### src/rtl/mem_pipe_reg_hs.sv
// EX->MEM pipeline register with valid/ready handshake, flush and a
// one-entry skid buffer so in_ready_o comes straight from a flop.
module mem_pipe_reg_hs #(
  parameter int DATA_W = 32,
  parameter int RD_W   = 5
) (
  input  logic              clk,
  input  logic              reset,
  input  logic              flush_i,
  input  logic              in_valid_i,
  output logic              in_ready_o,
  input  logic              reg_wr_i,
  input  logic              mem_to_reg_i,
  input  logic              mem_wr_i,
  input  logic [RD_W-1:0]   rd_i,
  input  logic [DATA_W-1:0] res_alu_i,
  input  logic [DATA_W-1:0] st_data_i,
  output logic              out_valid_o,
  input  logic              out_ready_i,
  output logic              reg_wr_o,
  output logic              mem_to_reg_o,
  output logic              mem_wr_o,
  output logic [RD_W-1:0]   rd_o,
  output logic [DATA_W-1:0] res_alu_o,
  output logic [DATA_W-1:0] st_data_o
);

  localparam int E_W = 3 + RD_W + 2 * DATA_W;

  // Encoding is {main_v, skid_v}
  typedef enum logic [1:0] {
    EMPTY = 2'b00,
    ONE   = 2'b10,
    FULL  = 2'b11
  } state_t;

  state_t state_q, state_d;

  logic [E_W-1:0] main_q, skid_q, in_ent;
  logic           accept, consume;
  logic           load_main, load_skid, move_skid;
  logic           head_rw, head_m2r, head_mw;

  assign in_ent = {reg_wr_i, mem_to_reg_i, mem_wr_i,
                   rd_i, res_alu_i, st_data_i};

  assign accept  = in_valid_i & in_ready_o & ~flush_i;
  assign consume = out_valid_o & out_ready_i;

  always_ff @(posedge clk or posedge reset) begin
    if (reset) state_q <= EMPTY;
    else       state_q <= state_d;
  end

  always_comb begin
    state_d = state_q;
    if (flush_i) begin
      state_d = EMPTY;
    end else begin
      unique case (state_q)
        EMPTY: if (accept) state_d = ONE;
        ONE: begin
          if (accept & ~consume)      state_d = FULL;
          else if (~accept & consume) state_d = EMPTY;
        end
        FULL: if (consume) state_d = ONE;
        default: state_d = EMPTY;
      endcase
    end
  end

  always_comb begin
    out_valid_o = state_q[1];
    in_ready_o  = ~state_q[0];
    load_main   = accept & ((state_q == EMPTY) | consume);
    load_skid   = accept & ~consume & (state_q == ONE);
    move_skid   = ~flush_i & consume & (state_q == FULL);
  end

  // Payload flops are never cleared by flush; only valid state is.
  always_ff @(posedge clk or posedge reset) begin
    if (reset) begin
      main_q <= '0;
      skid_q <= '0;
    end else begin
      if (load_main)      main_q <= in_ent;
      else if (move_skid) main_q <= skid_q;
      if (load_skid)      skid_q <= in_ent;
    end
  end

  assign {head_rw, head_m2r, head_mw,
          rd_o, res_alu_o, st_data_o} = main_q;

  assign reg_wr_o     = head_rw  & out_valid_o;
  assign mem_to_reg_o = head_m2r & out_valid_o;
  assign mem_wr_o     = head_mw  & out_valid_o;

endmodule

### config.mk
export PLATFORM = sky130hd
export DESIGN_NAME = mem_pipe_reg_hs
export DESIGN_NICKNAME = d
export VERILOG_FILES = /design/src/rtl/mem_pipe_reg_hs.sv
export SDC_FILE = /design/constraint.sdc
export NUM_CORES = 1
export LEC_CHECK = 0
export CORE_MARGIN = 2
export CORE_UTILIZATION = 50
export DETAILED_ROUTE_END_ITERATION = 16
export PLACE_DENSITY_LB_ADDON = 0.08
export SLEW_MARGIN = 5
export SYNTH_ARGS = -nofsm -noshare
export SYNTH_HDL_FRONTEND = slang
export SYNTH_SLANG_ARGS = --single-unit
### constraint.sdc
create_clock -name clk -period 7.4 [get_ports clk]
set_input_delay 1.85 -clock clk [delete_from_list [all_inputs] [get_ports clk]]
set_output_delay 1.85 -clock clk [all_outputs]
set_load 0.01 [all_outputs]
==> results of run 1 <==
[metrics by stage]
step                std cells  cell area [um2]  worst slack (ns)  total power, mW
global placement          793             7792             3.561            2.133
global route              824             8377             3.709            3.185
finish                    824             8377             3.815            3.000
CTS                       824             8377             3.787            3.037
floorplan                 560             6754             1.627            1.932
detailed placement        793             7792             3.542            2.180
[area by class of cell]
type | count | share of cell area
Clock buffer | 20 | 0.05332
Clock inverter | 11 | 0.01643
Sequential cell | 146 | 0.4361
Multi-Input combinational cell | 311 | 0.2804
Tap cell | 176 | 0.02629
Inverter | 3 | 0.001942
Timing Repair Buffer | 157 | 0.1855
[critical path: stages (launching register included)]
cell,delay (ns)
dfrtp_1,0.57
and2_1,0.20
clkdlybuf4s50_1,0.55
[worst paths after layout]
kind	depth (start not counted)	slack [ns]	startpoint	to
max in group asynchronous	3	4.10	reset	skid_q[34]$_DFFE_PP0N_
min in group asynchronous	2	1.92	reset	skid_q[10]$_DFFE_PP0N_
min	1	0.51	skid_q[44]$_DFFE_PP0N_	skid_q[44]$_DFFE_PP0N_
max reg2reg	6	5.26	state_q[1]$_DFFE_PP0P_	main_q[60]$_DFFE_PP0P_
min reg2reg	1	0.51	skid_q[44]$_DFFE_PP0N_	skid_q[44]$_DFFE_PP0N_
max	2	3.81	state_q[1]$_DFFE_PP0P_	reg_wr_o
[power by group]
group,internal (mW),switching [mW]
sequential,1.14,0.173
combinational,0.520,0.326
clock,0.533,0.311
total,2.19,0.809
[kinds of logic after synthesis]
logic type | synth area share
AOI/OAI and AO/OA | 0.05743
adders and majority gates | 0.007410
DFF | 0.5409
muxes | 0.2299
and+or+nand+nor | 0.05298
buffers and inverters | 0.1113
[routing by layer]
layer,track usage,vias up
met5,0,-
met1,0.2447,2061
met4,0.06686,0
li1,-,1997
met3,0.06557,14
met2,0.2930,108
[cell usage in the layout, fill, tap and decap left out, types with 3 or more instances in the layout]
master,synthesis,final
o21ai_0,57,57
clkbuf_16,0,17
clkinv_2,0,5
and2_1,3,3
bufinv_16,0,3
clkdlybuf4s50_1,0,150
buf_4,83,7
o21ai_1,15,15
ha_1,4,4
nand2_1,75,75
mux2_2,73,73
dfrtp_1,146,146
clkinvlp_4,0,3
mux2i_1,73,73
[sequential cells by signal, indices dropped and copies added (netlist names)]
name     cells
skid_q      72
main_q      72
state_q      2
==> impl_metrics.tcl, run 1 <==
set metrics [dict create \
    period_needed_ns 3.585 \
    relSlewSlack 0.4021 \
    worstSetupPathType "reg2out" \
    grt.total_usage 0.1879 \
    antenna_found_initial 0 \
    grt_pass1_wl_mm 21.28 \
    yosys.area.top_type_share 0.5409 \
    overflow 0 \
    ant_nets 0 \
    fillCellCount 1077 \
    cts_sinks 146 \
    cts_buffers 17 \
    maxSlewViolCount 0 \
    fin_nets 717 \
    tightest_slew_ns 0.8969 \
    avgSynthCellArea_um2 12.06 \
    syn_inst 560 \
    cts_resized 0 \
    synth_area_leaders "dfrtp_1, mux2_2, mux2i_1" \
    finalSetupTns_ns 0 \
    status "complete, no violations" \
    power.leakage_nw 3.989 \
    vias_per_cell 5.073 \
    core-area_um2 13240 \
    holdWs_ns 0.5056 \
    synth_top_area_cell "dfrtp_1" \
    synth-async-reset-ratio 1.000 \
    synthFlopType "dfrtp_1" \
    crit_path_end_kind "output pin" \
    drive_gt1_frac 0.1713 \
    irDropWorstVdd_mv 0.1863 \
    postCtsSetupBuffers 0 \
    drt-initial-drc-count 221 \
    finalHoldViolCount 0 \
    drc 0 \
    ios 151 \
    cts_tree "built" \
    synth_most_common_cell "dfrtp_1" \
    wirelength_met1_mm 5.821 \
    rows 42 \
    cts_root_buffer "clkbuf_16" \
    place_hpwl_mm 8.162 \
    h-tree-depth 4 \
    worstPathRequired_ns 5.55 \
    cts_hold_buf 0 \
    yosysSeqAreaShare 0.5409 \
    p_per_area_nw_per_um2 358.1 \
    wl_per_cell_um 15.78 \
    place_congestion 0.6935 \
    path_clk_slew_ns 0.06 \
    synth_nets 641 \
    insertion_delay_ns 0.41 \
    portBuffers 150 \
    multi_input_area_um2 2349 \
    start_util 0.5100 \
    detailroute.wirelength.met3_um 915 \
    finClkSkew_ns 0.003571 \
    fp.dieH_um 120.2 \
    grt_max_degree 81 \
    grt_pass1_vias 4339 \
    min_period_over_period 0.4845 \
    rsz0062_at_grt "no" \
    worstHoldPathType "reg2reg" \
    start_kind "register" \
    setup-violations-final 0 \
    synth.distinct_cells 24 \
    wl_mm 13.01 \
    dr.max_layer_used "met4" \
    fp.dieArea_um2 14450 \
    firstDrtPassIters 4 \
    ys_warn_count 0 \
    vias 4180 \
    max_freq_mhz 278.9 \
    drv_cap 0 \
    arrival_ns 1.74 \
    area_growth_pct 24.03 \
    synth_commonest_cells "dfrtp_1, buf_4, nand2_1" \
    diodes 0 \
    regArea_um2 3654 \
    cts_buffer_depth 2 \
    synth_edf_count 0 \
    dieWidth_um 120.2 \
    synthesis.area_um2 6754 \
    synth-seq-cells 146 \
    final_util 0.6326 \
    worstPathMaxFanout 11 \
    wl_met2_mm 6.089 \
]
No activity file was read; power rests on OpenSTA's default activity.
==> inputs of run 2 (changes only) <==
- CORE_UTILIZATION: 50 -> 46
- clock period: 7.4 -> 3.25 ns (I/O delays scaled with it)
==> impl_metrics.tcl, run 2 (synthesized netlist as in run 1, its figures left out) <==
set metrics [dict create \
    worstPathMaxFanout 11 \
    drive_gt1_frac 0.1738 \
    max_stage_delay_ns 0.56 \
    h-tree-depth 4 \
    grt.total_usage 0.1784 \
    irDropWorstVdd_mv 0.4472 \
    dieWidth_um 125.2 \
    ios 151 \
    drt-initial-drc-count 192 \
    grt_max_degree 147 \
    drc 0 \
    diodes 0 \
    overflow 0 \
    vias_per_cell 5.028 \
    status "complete, no violations" \
    pwr-share-seq 0.425 \
    cts_root_buffer "clkbuf_16" \
    start_util 0.4683 \
    ant_nets 0 \
    drv_cap 0 \
    cts_hold_buf 0 \
    place_congestion 0.7091 \
    clockPowerShare 0.299 \
    max_freq_mhz 398.3 \
    worstHoldPathType "reg2reg" \
    cts_sinks 146 \
    crit_path_end_kind "output pin" \
    cts_buffer_depth 2 \
    place_hpwl_mm 8.411 \
    postCtsSetupBuffers 0 \
    finalHoldViolCount 0 \
    fp.dieArea_um2 15670 \
    finClkSkew_ns 0.01067 \
    area_growth_pct 26.34 \
    tightest_slew_ns 0.8167 \
    wl_per_cell_um 15.77 \
    arrival_ns 1.70 \
    final_common_cell "clkdlybuf4s50_1" \
    start_kind "register" \
    worstPathRequired_ns 2.44 \
    cts_buffers 17 \
    fillCellCount 1170 \
    timing.critical_path.slowest_stage_cell "clkdlybuf4s50_1" \
    p_int_mw 5.174 \
    portBuffers 150 \
    rsz0062_at_grt "no" \
    power.leakage_nw 4.050 \
    final_cell_mix "clkdlybuf4s50_1, dfrtp_1, nand2_1" \
    finalSetupTns_ns 0 \
    grt_pass1_wl_mm 22.38 \
    fin_nets 718 \
    setup-violations-final 0 \
    path_clk_slew_ns 0.06 \
    reg_top3 "main_q: 72 flops, skid_q: 72 flops, state_q: 2 flops" \
    firstDrtPassIters 5 \
    p_sw_frac 0.2634 \
    grt_pass1_vias 4435 \
    wl_mm 13.15 \
    holdWs_ns 0.5022 \
    period_needed_ns 2.511 \
    relSlewSlack 0.4555 \
    cts_resized 0 \
    vias 4193 \
    switchingPower_mw 1.850 \
    maxSlewViolCount 0 \
    core-area_um2 14420 \
    p_per_area_nw_per_um2 823.1 \
    worstSetupPathType "reg2out" \
    rows 44 \
    combPwrFrac 0.276 \
    path_cells "and2_1 > clkdlybuf4s50_1" \
    fp.dieH_um 125.2 \
    insertion_delay_ns 0.42 \
    min_period_over_period 0.7725 \
    cts_tree "built" \
    antenna_found_initial 0 \
]
run 2: changes by cell type in the layout (fill, tap and decap cells not counted), sizes merged:
cell / previous run / this run
inv: 3 / 2
clkinv: 5 / 1
buf: 7 / 8
clkbuf: 20 / 24
bufinv: 3 / 4
clkinvlp: 3 / 4
run 2: layout make-up:
class	count	area, um2	area share
Clock buffer	24	501.7	0.05880
Clock inverter	8	147.6	0.01730
Inverter	3	15.01	0.001760
Multi-Input combinational cell	311	2349	0.2752
Sequential cell	146	3654	0.4282
Tap cell	184	230.2	0.02698
Timing Repair Buffer	158	1637	0.1918
run 2: final timing paths:
kind	start	cells past startpoint	end	slack [ns]
max	state_q[1]$_DFFE_PP0P_	2	reg_wr_o	0.74
min in group asynchronous	reset	3	main_q[2]$_DFFE_PP0P_	0.97
min	skid_q[29]$_DFFE_PP0N_	1	skid_q[29]$_DFFE_PP0N_	0.50
max reg2reg	state_q[1]$_DFFE_PP0P_	6	main_q[11]$_DFFE_PP0P_	1.24
max in group asynchronous	reset	3	skid_q[26]$_DFFE_PP0N_	1.64
min reg2reg	skid_q[29]$_DFFE_PP0N_	1	skid_q[29]$_DFFE_PP0N_	0.50
run 2: per-stage QoR:
stage	utilization	area (um2)	power [mW]	std cells	setup WS, ns
6_report	0.5916	8533	7.024	834	0.7392
5_1_grt	0.5916	8533	7.470	834	0.6334
4_1_cts	0.5916	8533	7.118	834	0.7059
3_5_place_dp	0.5466	7884	4.988	802	0.5695
3_3_place_gp	0.5466	7884	4.881	802	0.6201
2_1_floorplan	-	6758	4.400	560	0.6045
run 2: layer usage:
metal / GRT usage / vias up / share of wire
met4: 0.07647 / 0 / 0.023
met1: 0.2228 / 2083 / 0.44
met2: 0.2919 / 99 / 0.49
met3: 0.05049 / 17 / 0.049
met5: 0 / - / 0
li1: - / 1994 / -
run 2: critical path, delay by kind of cell (launching register included):
kind | cells | cell delay [ns]
buffers and inverters | 1 | 0.56
DFF | 1 | 0.55
and+or+nand+nor | 1 | 0.19
run 2: power groups by stage:
stage          Combinational, mW  Clock [mW]  Sequential [mW]
4_1_cts                     1.98        2.15             2.99
2_1_floorplan               1.51           0             2.89
5_1_grt                     2.12        2.25             3.10
3_5_place_dp                1.97           0             3.02
6_report                    1.94        2.10             2.98
3_3_place_gp                1.92           0             2.97
==> inputs of run 3 (changes only) <==
- clock period: 3.25 -> 2.01 ns (I/O delays scaled with it)
==> impl_metrics.tcl, run 3 (synthesized netlist as in run 1, its figures left out) <==
set metrics [dict create \
    worstHoldPathType "reg2reg" \
    p_total_mw 10.88 \
    min_period_over_period 0.9406 \
    arrival_ns 2.19 \
    fin_nets 741 \
    status "complete, no violations" \
    worstPathRequired_ns 2.31 \
    finalSetupTns_ns 0 \
    drv_cap 0 \
    rsz0062_at_grt "no" \
    fillCellCount 1159 \
    dieWidth_um 125.2 \
    irDropWorstVdd_mv 0.5928 \
    cts_tree "built" \
    wl_per_cell_um 15.63 \
    place_congestion 0.7561 \
    ff2ff_setup_slack_ns 0.12 \
    reg_top3 "main_q: 72 flops, skid_q: 72 flops, state_q: 2 flops" \
    relSlewSlack 0.7342 \
    antenna_found_initial 1 \
    start_util 0.4683 \
    cts_buffer_depth 2 \
    cts_hold_buf 0 \
    area_growth_pct 28.08 \
    insertion_delay_ns 0.42 \
    finalHoldViolCount 0 \
    power.leakage_nw 4.156 \
    fp.dieH_um 125.2 \
    cts_buffers 17 \
    grt_pass1_wl_mm 21.95 \
    cts_sinks 146 \
    vias 4249 \
    cts_root_buffer "clkbuf_16" \
    final_cell_mix "clkdlybuf4s50_1, dfrtp_1, nand2_1" \
    grt_max_degree 75 \
    ios 151 \
    setup-violations-final 0 \
    wl_mm 13.39 \
    drt-initial-drc-count 171 \
    drc 0 \
    worstSetupPathType "reg2reg" \
    overflow 0 \
    drive_gt1_frac 0.1979 \
    portBuffers 150 \
    finClkSkew_ns 0.008288 \
    vias_per_cell 4.958 \
    start_kind "register" \
    firstDrtPassIters 6 \
    crit_path_end_kind "register" \
    tightest_slew_ns 0.3987 \
    max_freq_mhz 528.9 \
    core-area_um2 14420 \
    rows 44 \
    fp.dieArea_um2 15670 \
    h-tree-depth 4 \
    period_needed_ns 1.891 \
    ant_nets 0 \
    holdWs_ns 0.5018 \
    path_clk_slew_ns 0.06 \
    place_hpwl_mm 9.071 \
    worstPathMaxFanout 27 \
    grt_pass1_vias 4375 \
    maxSlewViolCount 0 \
    p_per_area_nw_per_um2 1257 \
    grt.total_usage 0.1760 \
]
-- run 3: path summary, 6_finish.rpt --
| kind | start | cells past startpoint | end |
|---|---|---|---|
| max | state_q[1]$_DFFE_PP0P_ | 5 | skid_q[15]$_DFFE_PP0N_ |
| min | skid_q[62]$_DFFE_PP0N_ | 1 | skid_q[62]$_DFFE_PP0N_ |
| max reg2reg | state_q[1]$_DFFE_PP0P_ | 5 | skid_q[15]$_DFFE_PP0N_ |
| min reg2reg | skid_q[62]$_DFFE_PP0N_ | 1 | skid_q[62]$_DFFE_PP0N_ |
| max in group asynchronous | reset | 3 | state_q[1]$_DFFE_PP0P_ |
| min in group asynchronous | reset | 3 | main_q[52]$_DFFE_PP0P_ |
-- run 3: layout make-up --
type / count / area (um2) / area share
antenna: 1 / 2.502 / 0.0002893
clock buffer: 26 / 499.2 / 0.05771
clock inverter: 5 / 27.53 / 0.003182
inverter: 3 / 15.01 / 0.001736
multi-input combinational: 311 / 2349 / 0.2715
sequential: 146 / 3655 / 0.4225
tap: 184 / 230.2 / 0.02661
timing repair buffer: 181 / 1873 / 0.2165
-- run 3: what timing repair did --
action	CTS	global route
endpoints found under the setup margin	5	28
buffers inserted	2	0
resized for setup	5	2
-- run 3: routing by layer --
| metal | track usage | up-vias | share of wire |
|---|---|---|---|
| met5 | 0 | - | 0 |
| met2 | 0.2906 | 102 | 0.50 |
| met1 | 0.2130 | 2087 | 0.43 |
| met4 | 0.06209 | 0 | 0.019 |
| met3 | 0.06547 | 17 | 0.056 |
| li1 | - | 2043 | - |
-- run 3: where the power goes --
part           total [mW]  leakage (nW)  internal [mW]  switching, mW
Sequential           4.82          1.78           4.19          0.635
Clock                2.81         0.260           1.69           1.12
Combinational        3.25          2.11           2.01           1.24
Total                10.9          4.16           7.89           2.99
-- run 3: worst max-delay path: stages (launching register included) --
cell and delay [ns]:
dfrtp_2 0.43, buf_4 0.17, ha_1 0.23, nand4b_1 0.24, buf_6 0.31, mux2_2 0.37
-- run 3: metrics by stage --
| step | instance area [um2] | setup slack (ns) | utilization | instances |
|---|---|---|---|---|
| after floorplan | 6758 | -0.3255 | - | 560 |
| final | 8651 | 0.1193 | 0.5998 | 857 |
| after global routing | 8651 | 0.03650 | 0.5998 | 857 |
| after detailed placement | 8104 | -0.2223 | 0.5618 | 823 |
| after global placement | 8104 | -0.1796 | 0.5618 | 823 |
| after CTS | 8642 | 0.01102 | 0.5992 | 856 |
